`src/rtl/sweep_ctrl_pkg.sv`:
```
// Shared definitions for the sweep sequencer: state encodings and default widths.
package sweep_ctrl_pkg;

  localparam int unsigned SWEEP_N_DEF     = 8;
  localparam int unsigned SWEEP_CYC_W_DEF = 4;

  // 3-bit state encodings shared with anything that observes the sequencer state.
  typedef enum logic [2:0] {
    ST_IDLE = 3'd0,
    ST_LOAD = 3'd1,
    ST_UP   = 3'd2,
    ST_DOWN = 3'd3,
    ST_DONE = 3'd4,
    ST_CLR  = 3'd5
  } sweepStateT;

  // Busy covers every state that owns the counter.
  function automatic logic isBusy(input sweepStateT s);
    return (s == ST_LOAD) || (s == ST_UP) || (s == ST_DOWN) || (s == ST_CLR);
  endfunction

endpackage

```
`src/rtl/sweep_ctrl.sv`:
```
// sweep_ctrl: drives a univ_bin_counter through LO->HI->LO triangle sweeps, iCYCLES times.
// Ports:
//   iCLK, iRESET            clock, synchronous active-high reset
//   iSTART, iABORT          start request (IDLE only), abort of an active sweep
//   iLO, iHI, iCYCLES       sweep bounds and repeat count, latched on start
//   iQ                      counter value feedback
//   oCLEAR/oLOAD/oEN/oUP/oD counter controls (oD is the latched lower bound)
//   oBUSY, oDONE, oERR      status: sweep active, completion pulse, start-rejected pulse
//   oCYC                    0-based index of the current sweep
module sweep_ctrl
  import sweep_ctrl_pkg::*;
#(
  parameter int unsigned N     = SWEEP_N_DEF,
  parameter int unsigned CYC_W = SWEEP_CYC_W_DEF
) (
  input  logic             iCLK,
  input  logic             iRESET,
  input  logic             iSTART,
  input  logic             iABORT,
  input  logic [N-1:0]     iLO,
  input  logic [N-1:0]     iHI,
  input  logic [CYC_W-1:0] iCYCLES,
  input  logic [N-1:0]     iQ,
  output logic             oCLEAR,
  output logic             oLOAD,
  output logic             oEN,
  output logic             oUP,
  output logic [N-1:0]     oD,
  output logic             oBUSY,
  output logic             oDONE,
  output logic             oERR,
  output logic [CYC_W-1:0] oCYC
);

  sweepStateT       state;
  sweepStateT       nextState;
  logic [N-1:0]     loR;
  logic [N-1:0]     hiR;
  logic [CYC_W-1:0] cycR;
  logic             startBad;
  logic             atTop;
  logic             atBottom;
  logic             lastSweep;

  // A start with an empty range or zero repeats is rejected.
  assign startBad  = (iLO >= iHI) || (iCYCLES == '0);
  // Turn one step early: the counter reaches the bound on the same edge the state changes.
  assign atTop     = (iQ == hiR - N'(1));
  assign atBottom  = (iQ == loR + N'(1));
  assign lastSweep = (oCYC == cycR - CYC_W'(1));

  assign oD = loR;

  // Next-state decode; abort outranks normal sequencing in the counter-owning states.
  always_comb begin
    nextState = state;
    unique case (state)
      ST_IDLE: if (iSTART && !startBad) nextState = ST_LOAD;
      ST_LOAD: nextState = iABORT ? ST_CLR : ST_UP;
      ST_UP: begin
        if (iABORT)     nextState = ST_CLR;
        else if (atTop) nextState = ST_DOWN;
      end
      ST_DOWN: begin
        if (iABORT)        nextState = ST_CLR;
        else if (atBottom) nextState = lastSweep ? ST_DONE : ST_UP;
      end
      ST_DONE: nextState = ST_IDLE;
      ST_CLR:  nextState = ST_IDLE;
      default: nextState = ST_IDLE;
    endcase
  end

  // State, latched operands and registered Moore outputs (decoded from the state being entered).
  always_ff @(posedge iCLK) begin
    if (iRESET) begin
      state  <= ST_IDLE;
      loR    <= '0;
      hiR    <= '0;
      cycR   <= '0;
      oCYC   <= '0;
      oCLEAR <= 1'b0;
      oLOAD  <= 1'b0;
      oEN    <= 1'b0;
      oUP    <= 1'b0;
      oBUSY  <= 1'b0;
      oDONE  <= 1'b0;
      oERR   <= 1'b0;
    end else begin
      state  <= nextState;
      oCLEAR <= (nextState == ST_CLR);
      oLOAD  <= (nextState == ST_LOAD);
      oEN    <= (nextState == ST_UP) || (nextState == ST_DOWN);
      oUP    <= (nextState == ST_UP);
      oBUSY  <= isBusy(nextState);
      oDONE  <= (nextState == ST_DONE);
      oERR   <= (state == ST_IDLE) && iSTART && startBad;

      if (state == ST_IDLE && iSTART) begin
        loR  <= iLO;
        hiR  <= iHI;
        cycR <= iCYCLES;
        oCYC <= '0;
      end else if (state == ST_DOWN && nextState == ST_UP) begin
        oCYC <= oCYC + CYC_W'(1);
      end
    end
  end

endmodule
```
`config.mk`:
```
export PLATFORM = sky130hd
export DESIGN_NAME = sweep_ctrl
export DESIGN_NICKNAME = d
export VERILOG_FILES = /design/src/rtl/sweep_ctrl_pkg.sv /design/src/rtl/sweep_ctrl.sv
export SDC_FILE = /design/constraint.sdc
export NUM_CORES = 1
export LEC_CHECK = 0
export CORE_ASPECT_RATIO = 2
export CORE_MARGIN = 1
export CORE_UTILIZATION = 53
export DETAILED_ROUTE_END_ITERATION = 8
export PLACE_DENSITY_LB_ADDON = 0.3
export SLEW_MARGIN = 20
export SYNTH_ARGS = -nofsm -noshare
export SYNTH_HDL_FRONTEND = slang
export SYNTH_SLANG_ARGS = --single-unit
```
`constraint.sdc`:
```
create_clock -name iCLK -period 4.55 [get_ports iCLK]
set_clock_uncertainty 0.1 [all_clocks]
set_input_delay 0.6825 -clock iCLK [delete_from_list [all_inputs] [get_ports iCLK]]
set_output_delay 0.6825 -clock iCLK [all_outputs]
set_load 0.01 [all_outputs]
```
==> impl_metrics.yaml <==
finish:
  layout.nets: 352
  fill_cells: 311
  final_common_cell: "clkdlybuf4s50_1"
  syn_to_final_growth_pct: 31.46
  final_cell_mix: "clkdlybuf4s50_1, nand2_1, dfxtp_1, a21oi_1, nor2_1"
  antennaDiodeCount: 0
  post-route-cell-area_um2: 2666
  final_layout_size_suffix_gt1_frac: 0.05825
  utilization: 0.7313
floorplan:
  die_height_um: 89.49
  core_um2: 3646
  io_pins: 51
  die_area_um2: 4093
  start_util: 0.5563
  row_count: 31
  die_width_um: 45.74
cts:
  cts.sinks: 34
  postCtsHoldBufs: 0
  clockRootBuffer: "clkbuf_8"
  cts_max_path_buffers: 2
  cts_made_buffers: 5
  cts-htree-levels: 2
  cts_setup_buffers: 0
  cts_tree: "built"
  ctsResizeCount: 0
  path_clk_slew_ns: 0.07
  clk-insertion-delay-late_ns: 0.30
power_and_ir_drop:
  cellInternalPower_uw: 541.1
  power_frac_clock: 0.305
  sw_frac_of_total: 0.3037
  p_leak_uw: 0.001000
  p_per_area_nw_per_um2: 291.5
  combPwrFrac: 0.257
  finalPower_uw: 777.2
  vdd_drop_max_v: 0.0002838
  p_seq_frac: 0.438
  switching_power_uw: 236.0
setup_path:
  cp-end-kind: "flip-flop"
  path_max_fanout: 10
  cp_data_required_time_ns: 4.68
  r2r-start: "oD[0]"
  crit_path_start_kind: "input port"
  path_class: "input port to flip-flop"
  crit_start: "iQ[6]"
  cp.arrival_ns: 3.05
synthesis:
  synth_top_area_frac: 0.3356
  synthFlopType: "dfxtp_1"
  avgSynthCellArea_um2: 7.831
  synthTopCellsByArea: "dfxtp_1, nand2_1, ha_1"
  syn_nets: 303
  syn_inst: 259
  ys_warn_count: 0
  yosys.area.top_type: "dfxtp_1"
  ys_seq_area_frac: 0.3356
  synth_edf_count: 0
  synth-async-reset-ratio: 0
  synth_cell_types: 45
  postSynthRegisterBits: 34
  syn-cell-area_um2: 2028
sta:
  slew_headroom: 0.2770
  worst_pin_slew_ns: 1.081
  maxSlewViolCount: 0
  setup_slack_ns: 1.634
  fmax_mhz: 343.0
  hold_violations: 0
  setup_violations: 0
  tns_ns: 0
  rsz0062_at_grt: "false"
  fin_crit_sh: 0.6408
  min_period_ns: 2.916
global_route:
  grt_pass1_vias: 1812
  antenna_found_initial: 0
  grt_usage: 0.2625
  grt_max_degree: 30
  grt_pass1_wl_um: 7679
  overflow: 0
place:
  dp_hpwl_um: 3929
  dpl_worst_slack_ns: 1.334
  portBuffers: 50
  placed_area_um2: 2562
  gp_congestion: 0.8721
status:
  status: "completed"
drt:
  drt_iter0_drc: 57
  drc: 0
  drt_first_pass_iters: 5
  dr_total_vias: 2007
  routedWlPerCell_um: 13.70
  totalWireLength_um: 4906
  drtAntennaViolNets: 0
  viasPerCell: 5.606
flow_run:
  cap_violations: 0
min_path:
  hp-start: "hiR[7]"
  hp-class: "flip-flop to flip-flop"
==> per-layer routing <==
metal  global-route usage  vias to the layer above  part of all wire
met5                    0                        -                 0
met4               0.1738                        0             0.053
met3              0.03838                       25             0.033
met2               0.5013                       64              0.56
met1               0.2360                      906              0.36
li1                     -                     1012                 -
==> sequential cells by signal, indices dropped and copies added (netlist names) <==
signal  flops
oCYC        4
oERR        1
hiR         8
oLOAD       1
oUP         1
oD          8
cycR        4
oCLEAR      1
state       3
oBUSY       1
oEN         1
oDONE       1
==> worst max-delay path: stages <==
cell             delay (ns)
clkdlybuf4s50_1        0.61
xnor2_1                0.16
nor4b_1                0.47
a31oi_4                0.05
a311o_1                0.41
or4_1                  0.53
a21oi_1                0.14
==> Yosys cell counts (2+ instances only) <==
master	instances
xor2_1	7
nor3_1	7
or2_2	3
o211ai_1	2
or3_1	3
ha_1	12
inv_1	15
clkbuf_1	8
nand2_1	46
and3_1	2
o21ai_0	5
nand4_1	4
nor4_1	7
o31ai_1	2
and2_1	2
nand3b_1	2
nor2_1	17
a31oi_1	4
a21oi_1	29
nand2b_1	3
o2111ai_1	2
xnor2_1	15
or4_1	2
nor4b_1	2
nand3_1	4
dfxtp_1	34
nor2b_1	2
==> final timing paths <==
check                           cells after the start  endpoint  slack, ns
worst max-delay path                                7   oCYC[3]       1.63
worst min-delay path                                2    hiR[7]       0.37
worst max register to register                      7   oCYC[3]       2.01
worst min register to register                      2    hiR[7]       0.37
==> metrics by stage <==
stage	hold slack [ns]	instances
3_3_place_gp	0.3538	350
3_5_place_dp	0.3584	350
2_1_floorplan	0.3481	259
4_1_cts	0.3686	358
5_1_grt	0.3839	358
6_report	0.3688	358
==> cell type report <==
| type | count | area, um2 | area share |
|---|---|---|---|
| Clock inverter | 2 | 12.51 | 0.004693 |
| Timing Repair Buffer | 51 | 508.0 | 0.1905 |
| Inverter | 15 | 56.30 | 0.02112 |
| Tap cell | 49 | 61.31 | 0.02299 |
| Sequential cell | 34 | 680.7 | 0.2553 |
| Clock buffer | 6 | 82.58 | 0.03097 |
| Multi-Input combinational cell | 201 | 1265 | 0.4744 |
==> kinds of logic (layout without fill, tap and decap cells) <==
family,after synthesis,count (layout),synth area share
AOI/OAI and AO/OA,56,56,0.1771
xor gates and xnor gates,22,22,0.09501
and+or+nand+nor,111,111,0.2702
adders and majority gates,12,12,0.07403
DFF,34,34,0.3356
buffers and inverters,24,74,0.04812
==> power groups by stage <==
stage | registers, uW | logic (uW) | clock network, uW
2_1_floorplan | 346 | 117 | 0
3_3_place_gp | 346 | 194 | 0
4_1_cts | 340 | 199 | 238
6_report | 340 | 199 | 237
3_5_place_dp | 346 | 198 | 0
5_1_grt | 343 | 219 | 253
No activity file was read; power rests on OpenSTA's default activity.
==> variant, RTL diff (same flow settings) <==
`SWEEP_CYC_W_DEF`: 4 -> 6.
--- a/src/rtl/sweep_ctrl_pkg.sv
+++ b/src/rtl/sweep_ctrl_pkg.sv
@@ -4,3 +4,3 @@
   localparam int unsigned SWEEP_N_DEF     = 8;
-  localparam int unsigned SWEEP_CYC_W_DEF = 4;
+  localparam int unsigned SWEEP_CYC_W_DEF = 6;
 
Ports: changed (resized iCYCLES and oCYC); port bits go from 51 to 55. No check against the original RTL was run, so the function may have changed too.
==> variant against the original RTL <==
Power up 12%. Combinational power up 6%. Sequential share of layout area up 0.59 points. Maximum frequency down 13%. Worst setup slack worse by 0.43 ns. Sequential cell count up 4. Routed wire length up 20%. Synthesized area up 9.6%. Final area up 9.2%. Hold slack better by 0.0051 ns. Register-to-register slack worse by 0.26 ns.
==> variant: results (changes against the original RTL) <==
* Commonest cells in the netlist: nand2_1 (55), dfxtp_1 (38), a21oi_1 (28) (was nand2_1 (46), dfxtp_1 (34), a21oi_1 (29))
* Pwr Total at 867 µW (was 777 µW)
* Sequential area share after synthesis at 0.342 (was 0.336)
* Pleak at 1.12 nW (was 1.00 nW)
* CP arrival at 3.41 ns (was 3.05 ns)
* First-pass GRT wire length at 9010 µm (was 7680 µm)
* Routed Wire Length at 5910 µm (was 4910 µm)
* Largest net degree at the start of global routing at 34 (was 30)
* Number of fill cells in the layout at 352 (was 311)
* Share of post-route cells with drive strength above 1 at 0.0593 (was 0.0583)
* DR WL met3 at 157 µm (was 160 µm)
* Synth unique cells at 44 (was 45)
* CP top delay family: compound AO/OA/AOI/OAI gates (was simple AND/OR/NAND/NOR gates)
* Met2 routed WL at 3490 µm (was 2730 µm)
* GR Util met1 at 0.232 (was 0.236)
* Area post-placement at 2800 µm² (was 2560 µm²)
* Status: completed (unchanged)
* Crit Path Max Fanout at 4 (was 10)
* Number of global-route vias before repair at 2067 (was 1812)
* Total Routing Usage GR at 0.286 (was 0.263)
* DR pass1 iterations at 4 (was 5)
* 1st-iter DRT viols at 33 (was 57)
* Worst hold slack at 0.374 ns (was 0.369 ns)
* Critical Path Max Stage Delay at 0.65 ns (was 0.61 ns)
* DP HPWL at 4680 µm (was 3930 µm)
* VDD IR max at 0.000239 V (was 0.000284 V)
[variant: cell families after synthesis]
group / count (synthesis) / synth area share
and+or+nand+nor: 118 / 0.261
adders and majority gates: 12 / 0.0675
DFF: 38 / 0.342
AOI/OAI and AO/OA: 57 / 0.159
xor gates and xnor gates: 28 / 0.110
buffers and inverters: 29 / 0.0512
muxes: 2 / 0.00900
[variant: how the worst max path moves through the flow]
stage	startpoint	to	depth (start not counted)
finish	iLO[0]	oUP$_SDFF_PP0_	10
floorplan	iLO[0]	oUP$_SDFF_PP0_	9
detailed placement	iLO[0]	oUP$_SDFF_PP0_	10
global route	iLO[0]	oUP$_SDFF_PP0_	10
CTS	iLO[0]	oUP$_SDFF_PP0_	10
global placement	iLO[0]	oUP$_SDFF_PP0_	10
[variant: layout make-up]
type	count	area, µm²	share of cell area
tap	52	65.1	0.0223
multi-input combinational	217	1360	0.465
inverter	18	67.6	0.0232
clock buffer	5	68.8	0.0236
clock inverter	3	40.0	0.0137
timing repair buffer	56	556	0.191
sequential	38	761	0.261
